**config.mk**
```make
export PLATFORM = sky130hd
export DESIGN_NAME = i2c_eeprom_slave
export DESIGN_NICKNAME = d
export VERILOG_FILES = /design/src/rtl/i2c_eeprom_slave.sv
export SDC_FILE = /design/constraint.sdc
export NUM_CORES = 2
export LEC_CHECK = 0
export BUFFER_PORTS_ARGS = -buffer_cell sky130_fd_sc_hd__buf_2
export CAP_MARGIN = 20
export CORE_MARGIN = 4
export CORE_UTILIZATION = 40
export DETAILED_ROUTE_END_ITERATION = 10
export SKIP_CTS_REPAIR_TIMING = 1
export SYNTH_ARGS = -nofsm -noshare
export SYNTH_HDL_FRONTEND = slang
export SYNTH_SLANG_ARGS = --single-unit
```
**constraint.sdc**
```tcl
create_clock -name sys_clk_i -period 70.3 [get_ports sys_clk_i]
set_input_delay 3.515 -clock sys_clk_i [delete_from_list [all_inputs] [get_ports sys_clk_i]]
set_output_delay 3.515 -clock sys_clk_i [all_outputs]
set_load 0.03 [all_outputs]
```
**src/rtl/i2c_eeprom_slave.sv**
```systemverilog
// I2C target emulating a 24C02-class EEPROM: byte/page writes, random and sequential reads.
// SCL/SDA are oversampled on sys_clk; sda_oe_o pulls the open-drain SDA line low.
module i2c_eeprom_slave #(
  parameter logic [6:0]  DEV_ADDR  = 7'h50,
  parameter int unsigned MEM_DEPTH = 256,
  parameter int unsigned PAGE_SIZE = 8
) (
  input  logic       sys_clk_i,
  input  logic       rst_i,
  input  logic       scl_i,
  input  logic       sda_i,
  output logic       sda_oe_o,
  output logic       busy_o,
  output logic       wr_strobe_o,
  output logic [7:0] wr_addr_o,
  output logic [7:0] wr_data_o,
  output logic [7:0] mem00_data_o
);

  localparam logic [7:0] LastAddr = 8'(MEM_DEPTH - 1);
  localparam logic [7:0] PageMask = 8'(PAGE_SIZE - 1);

  typedef enum logic [3:0] {
    StIdle, StDevAddr, StAckDev, StWordAddr, StAckWord, StWrData, StAckWr, StRdData, StRdAck
  } state_e;

  state_e      state_q, state_d;
  logic [1:0]  scl_sync_q, sda_sync_q;
  logic        scl_hist_q, sda_hist_q;
  logic [3:0]  cnt_q, cnt_d;
  logic [7:0]  shift_q, shift_d;
  logic [7:0]  ptr_q, ptr_d;
  logic        rw_q, rw_d;
  logic        sda_oe_q, sda_oe_d;
  logic        strobe_q, strobe_d;
  logic [7:0]  wr_addr_q, wr_addr_d;
  logic [7:0]  wr_data_q, wr_data_d;
  logic [7:0]  mem_q [MEM_DEPTH];
  logic        mem_we;
  logic [7:0]  rd_byte;
  logic [2:0]  bit_idx;

  logic scl_s, sda_s, scl_rise, scl_fall, start_det, stop_det;
  assign scl_s     = scl_sync_q[1];
  assign sda_s     = sda_sync_q[1];
  assign scl_rise  = scl_s & ~scl_hist_q;
  assign scl_fall  = ~scl_s & scl_hist_q;
  assign start_det = scl_s & scl_hist_q & sda_hist_q & ~sda_s;
  assign stop_det  = scl_s & scl_hist_q & ~sda_hist_q & sda_s;

  // Sync flops reset to the idle-bus level so reset release never fakes an edge.
  always_ff @(posedge sys_clk_i or posedge rst_i) begin
    if (rst_i) begin
      scl_sync_q <= 2'b11;
      sda_sync_q <= 2'b11;
      scl_hist_q <= 1'b1;
      sda_hist_q <= 1'b1;
      state_q    <= StIdle;
      cnt_q      <= '0;
      shift_q    <= '0;
      ptr_q      <= '0;
      rw_q       <= 1'b0;
      sda_oe_q   <= 1'b0;
      strobe_q   <= 1'b0;
      wr_addr_q  <= '0;
      wr_data_q  <= '0;
      for (int i = 0; i < MEM_DEPTH; i++) mem_q[i] <= '0;
    end else begin
      scl_sync_q <= {scl_sync_q[0], scl_i};
      sda_sync_q <= {sda_sync_q[0], sda_i};
      scl_hist_q <= scl_s;
      sda_hist_q <= sda_s;
      state_q    <= state_d;
      cnt_q      <= cnt_d;
      shift_q    <= shift_d;
      ptr_q      <= ptr_d;
      rw_q       <= rw_d;
      sda_oe_q   <= sda_oe_d;
      strobe_q   <= strobe_d;
      wr_addr_q  <= wr_addr_d;
      wr_data_q  <= wr_data_d;
      if (mem_we) mem_q[ptr_q] <= shift_q;
    end
  end

  always_comb begin
    state_d   = state_q;
    cnt_d     = cnt_q;
    shift_d   = shift_q;
    ptr_d     = ptr_q;
    rw_d      = rw_q;
    sda_oe_d  = sda_oe_q;
    strobe_d  = 1'b0;
    wr_addr_d = wr_addr_q;
    wr_data_d = wr_data_q;
    mem_we    = 1'b0;
    rd_byte   = mem_q[ptr_q];
    bit_idx   = 3'(4'd7 - cnt_q);
    if (start_det) begin
      state_d  = StDevAddr;
      cnt_d    = '0;
      sda_oe_d = 1'b0;
    end else if (stop_det) begin
      state_d  = StIdle;
      cnt_d    = '0;
      sda_oe_d = 1'b0;
    end else begin
      unique case (state_q)
        StDevAddr, StWordAddr, StWrData: begin
          if (scl_rise) begin
            shift_d = {shift_q[6:0], sda_s};
            cnt_d   = cnt_q + 4'd1;
            if (cnt_q == 4'd7) begin
              cnt_d = '0;
              if (state_q == StDevAddr) begin
                rw_d    = sda_s;
                state_d = (shift_d[7:1] == DEV_ADDR) ? StAckDev : StIdle;
              end else begin
                state_d = (state_q == StWordAddr) ? StAckWord : StAckWr;
              end
            end
          end
        end
        // First fall asserts the ACK, second fall ends it and performs the phase action.
        StAckDev, StAckWord, StAckWr: begin
          if (scl_fall) begin
            sda_oe_d = ~sda_oe_q;
            if (sda_oe_q) begin
              if (state_q == StAckDev) begin
                if (rw_q) begin
                  state_d  = StRdData;
                  sda_oe_d = ~rd_byte[7];
                  cnt_d    = 4'd1;
                end else begin
                  state_d = StWordAddr;
                end
              end else if (state_q == StAckWord) begin
                ptr_d   = 8'({24'd0, shift_q} % MEM_DEPTH);
                state_d = StWrData;
              end else begin
                mem_we    = 1'b1;
                strobe_d  = 1'b1;
                wr_addr_d = ptr_q;
                wr_data_d = shift_q;
                ptr_d     = (ptr_q & ~PageMask) | ((ptr_q + 8'd1) & PageMask);
                state_d   = StWrData;
              end
            end
          end
        end
        StRdData: begin
          if (scl_fall) begin
            if (cnt_q == 4'd8) begin
              sda_oe_d = 1'b0;
              ptr_d    = (ptr_q == LastAddr) ? 8'd0 : ptr_q + 8'd1;
              cnt_d    = '0;
              state_d  = StRdAck;
            end else begin
              sda_oe_d = ~rd_byte[bit_idx];
              cnt_d    = cnt_q + 4'd1;
            end
          end
        end
        StRdAck: begin
          if (scl_rise) begin
            cnt_d   = '0;
            state_d = sda_s ? StIdle : StRdData;
          end
        end
        default: ;
      endcase
    end
  end

  always_comb begin
    sda_oe_o     = sda_oe_q;
    busy_o       = !(state_q inside {StIdle, StDevAddr});
    wr_strobe_o  = strobe_q;
    wr_addr_o    = wr_addr_q;
    wr_data_o    = wr_data_q;
    mem00_data_o = mem_q[0];
  end

endmodule

```
; Word-level counts from Yosys, hierarchy flattened
; Index checks and enable logic that the tools add are counted.
[op_classes]
order_cmp = 3
n_bitwise = 20
muxes = 60
n_shift = 0
n_mul = 0
n_addsub = 3
div_mod_pow = 0
eq_ne = 26
reduce_logical = 16
[ops]
columns = op, count
row1 = $bwmux 2048, 1
row2 = $mux 4, 21
row3 = $mux 8, 10
row4 = $bmux 8 s8, 1
row5 = $demux 8 s8, 1
row6 = $ne 4x4->1 const B, 9
row7 = $pmux 4 s4, 2
row8 = $reduce_and 8->1, 3
row9 = $eq 4x3->1 const B, 5
row10 = $mux 1, 16
row11 = $pmux 8 s2, 1
row12 = $not 1->1, 11
row13 = $ne 2x2->1 const B, 5
row14 = $ge 9x9->1 const B, 1
row15 = $lt 9x1->1 const B, 1
row16 = $mux 3, 3
row17 = $not 8->9, 1
row18 = $add 8x1->8 const B, 1
row19 = $eq 4x2->1 const B, 2
row20 = $eq 4x4->1 const B, 2
row21 = $eq 8x8->1 const B, 1
row22 = $or 8x3->8, 1
row23 = $and 1x1->1, 7
row24 = $eq 7x7->1 const B, 1
row25 = 18 further kinds, 21
[totals]
mem_count = 0
latch_bits = 0
register_bits = 2097
mem_bits_rw = 0
inputBits = 4
rom_bits = 0

; Longest topological paths before layout
[logic_depth]
depth_word = 12
ltp_mapped = 16

; Worst setup path after synthesis
; No wires, ideal clock.
[synth_timing]
path_type = reg-to-output
start = reg state_q[3]
end = out busy_o
path_stages_with_launch = 4
path_buffers = 1
arrival_ps = 1055
required_ps = 66785
path_slack_ps = 65730
cell_sequence = dfrtp_1 -> clkbuf_1 -> nor3_1 -> inv_1
[synth_via]
elab_chain_len = 3
[synth_rtl]
columns = item, line_no
row1 = start: declaration, 27  ; state_e state_q, state_d;
row2 = start signal: assignment, 58  ; state_q <= StIdle;
row3 = start signal: assignment, 73  ; state_q <= state_d;
row4 = $eq 4x1->1 or $logic_not 4->1 (tied branches), 177  ; busy_o = !(state_q inside {StIdle, StDevAddr});
row5 = $reduce_bool 2->1 *, 177
row6 = $logic_not 1->1 *, 177
row7 = end: declaration, 13  ; output logic busy_o,
; Mark *: on every way between the ends. The rest lies on a longest branch, timed or not.

==> impl_metrics.yaml <==
clock_network:
  clockRootBuffer: "clkbuf_16"
  cts_max_path_buffers: 3
  clk_pin_slew_worst_paths_ns: 0.06
  cts_tree: "built"
  clock-sinks: 2097
  clock_latency_ns: 0.90
  htreeDepth: 4
  numCtsBuffers: 220
die:
  ios: 31
  coreArea_um2: 238500
  start_util_pct: 40.29
  rows: 179
  die_h_um: 498.2
  fp.dieW_um: 498.2
  die_area_um2: 248200
final_layout:
  syn_to_final_growth_pct: 11.26
  final_area_um2: 106900
  fillCellCount: 20880
  drive_gt1_share_pct: 49.87
  final_nets: 6174
  instances_no_fill: 9523
grt:
  grt_first_pass_wirelength_um: 420000
  grt_pass1_vias: 58680
  grt_max_degree: 196
  antenna_found_initial: 12
  grt_usage_pct: 22.68
  overflow: 0
timing:
  slew_headroom_pct: 16.26
  finClkSkew_ns: 0.08987
  min_period_over_period_pct: 10.76
  min_period_ns: 7.564
  final-max-slew-violation-count: 0
  setup_viol: 0
  rsz0062_at_grt: "no"
  fmax_mhz: 132.2
  hold_viol: 0
  tns_ns: 0
  tightest_slew_ns: 1.245
detailed_routing:
  routedWlPerCell_um: 29.64
  drc_errors: 0
  vias_per_cell: 5.902
  drtIter0Drc: 4591
  drtPass1Iterations: 8
  via_count: 56210
  wirelength_um: 282300
  ant_nets: 0
synthesis:
  yosysWarnings: 0
  yosysTopAreaCell: "dfrtp_1"
  syn_nets: 6276
  netlist_instances: 6266
  synth_top_area_share_pct: 54.44
  async_reset_ff_share_pct: 100.0
  yosysSeqAreaShare_pct: 54.61
  avgSynthCellArea_um2: 15.34
  syn_area_um2: 96110
  synth-edff-count: 0
  synth_seq_cells: 2097
  synth_area_leaders: "dfrtp_1 54%, mux2_2 24%, mux4_2 12%"
  synth_cell_types: 74
  synth_ff_type: "dfrtp_1"
placed_design:
  dp_hpwl_um: 174100
  placedCellCount: 9097
  routabilityCongestion: 0.8738
  place_area_um2: 99110
  portBuffers: 30
pwr:
  power_density_nw_per_um2: 27.67
  ir_drop_mv: 0.02502
  p_leak_nw: 49.84
  p_total_mw: 2.959
setup_path:
  path_class: "input pin to async pin"
  cp-start-kind: "input pin"
  cpPeakStageDelay_ns: 0.83
  cpMostUsedCell: "buf_4"
  crit_path_cell_trace: "buf_2 > inv_8 > buf_12 > buf_4 > buf_4 > buf_4 > buf_4"
  required_ns: 71.17
  crit_slowest_cell: "buf_4"
  critPathCaptureType: "async pin"
  critPathArrivalTime_ns: 8.43
  critPathMaxFanout: 165
  ff2ff_path_depth: 11
outcome:
  status: "complete, no violations"
min_path:
  whs_path_depth: 0
  hold_class: "flop to flop"
flow_run:
  drv_cap: 0
## layout make-up
cell class | count | area, um2 | share of cell area [%]
well taps | 3167 | 3963 | 3.706
multi-input cells | 3666 | 41330 | 38.65
clock buffers | 330 | 6490 | 6.069
clock inverters | 79 | 1032 | 0.9654
flip-flops and latches | 2097 | 52540 | 49.13
inverters | 13 | 63.81 | 0.05968
diodes | 5 | 12.51 | 0.01170
repair buffers | 166 | 1499 | 1.402
## metal layers
| layer | vias to the layer above | global-route usage [%] | wire length [um] |
|---|---|---|---|
| met5 | - | 0 | 13 |
| met4 | 2 | 8.281 | 11020 |
| met3 | 479 | 4.514 | 18260 |
| met2 | 1661 | 34.75 | 129400 |
| met1 | 30910 | 32.12 | 123500 |
| li1 | 23150 | - | - |
## cells in the final DEF (no fill, tap or decap), types with 54 or more instances in the layout
master / instances
a22oi_1: 68
buf_4: 111
clkbuf_1: 54
clkbuf_16: 221
clkbuf_8: 55
dfrtp_1: 2075
mux2_2: 2090
mux2i_1: 154
mux4_2: 493
nand2_1: 123
nor2_1: 305
## power breakdown
group / internal (mW) / switching, mW
sequential: 1.21 / 0.0596
combinational: 0.129 / 0.355
clock: 0.701 / 0.501
total: 2.04 / 0.916
## synth_stat cells (15+ instances only)
cell type and n:
dfrtp_1 2091, mux2_2 2090, mux4_2 493, clkbuf_1 334, nor2_1 308, mux2i_1 154, nand2_1 123, a22oi_1 68
nand3_1 54, a21oi_1 53, buf_2 52, buf_4 39, o21ai_0 36, o22ai_1 33, buf_6 30, buf_1 25
a211oi_1 16, nor2b_1 15, nor3_1 15, nor4_1 15
## through the flow
step	setup WS, ns	hold slack, ns	util (%)
after global placement	61.89	0.3504	41.54
after CTS	62.64	0.3618	44.71
after global routing	61.94	0.3756	44.82
final	62.74	0.3633	44.83
after detailed placement	61.69	0.3512	41.55
after floorplan	7.556	0.3452	-
## cells by family after synthesis
logic type,count (synthesis),share of synthesized area [%]
muxes,2737,37.64
DFF,2097,54.61
and+or+nand+nor,610,2.847
buffers and inverters,503,2.546
AOI/OAI and AO/OA,311,2.257
adders and majority gates,7,0.08852
xor gates and xnor gates,1,0.009115
## sequential cells by signal (all words and copies together) (netlist names)
name and flops:
rw_q 1, sda_oe_o 1, wr_strobe_o 1, state_q 4, cnt_q 4, sda_sync_q 2
wr_addr_o 8, mem_q 2040, sda_hist_q 1, ptr_q 8, mem00_data_o 8, wr_data_o 8
scl_hist_q 1, scl_sync_q 2, shift_q 8
## critical path: cells and delay by family
kind / cells / cell delay [ns]
buffers and inverters: 7 / 4.50
## worst paths after layout
kind | startpoint | endpoint | slack (ns)
min reg2reg | sda_sync_q[0]$_DFF_PP1_ | sda_sync_q[1]$_DFF_PP1_ | 0.36
min | sda_sync_q[0]$_DFF_PP1_ | sda_sync_q[1]$_DFF_PP1_ | 0.36
max reg2reg | ptr_q[0]$_DFFE_PP0P_ | sda_oe_o$_DFFE_PP0P_ | 64.25
min in group asynchronous | rst_i | mem_q[799]$_DFFE_PP0P_ | 2.86
max in group sys_clk_i | ptr_q[0]$_DFFE_PP0P_ | sda_oe_o$_DFFE_PP0P_ | 64.25
max | rst_i | mem_q[221]$_DFFE_PP0P_ | 62.74
No activity file was read; power rests on OpenSTA's default activity.
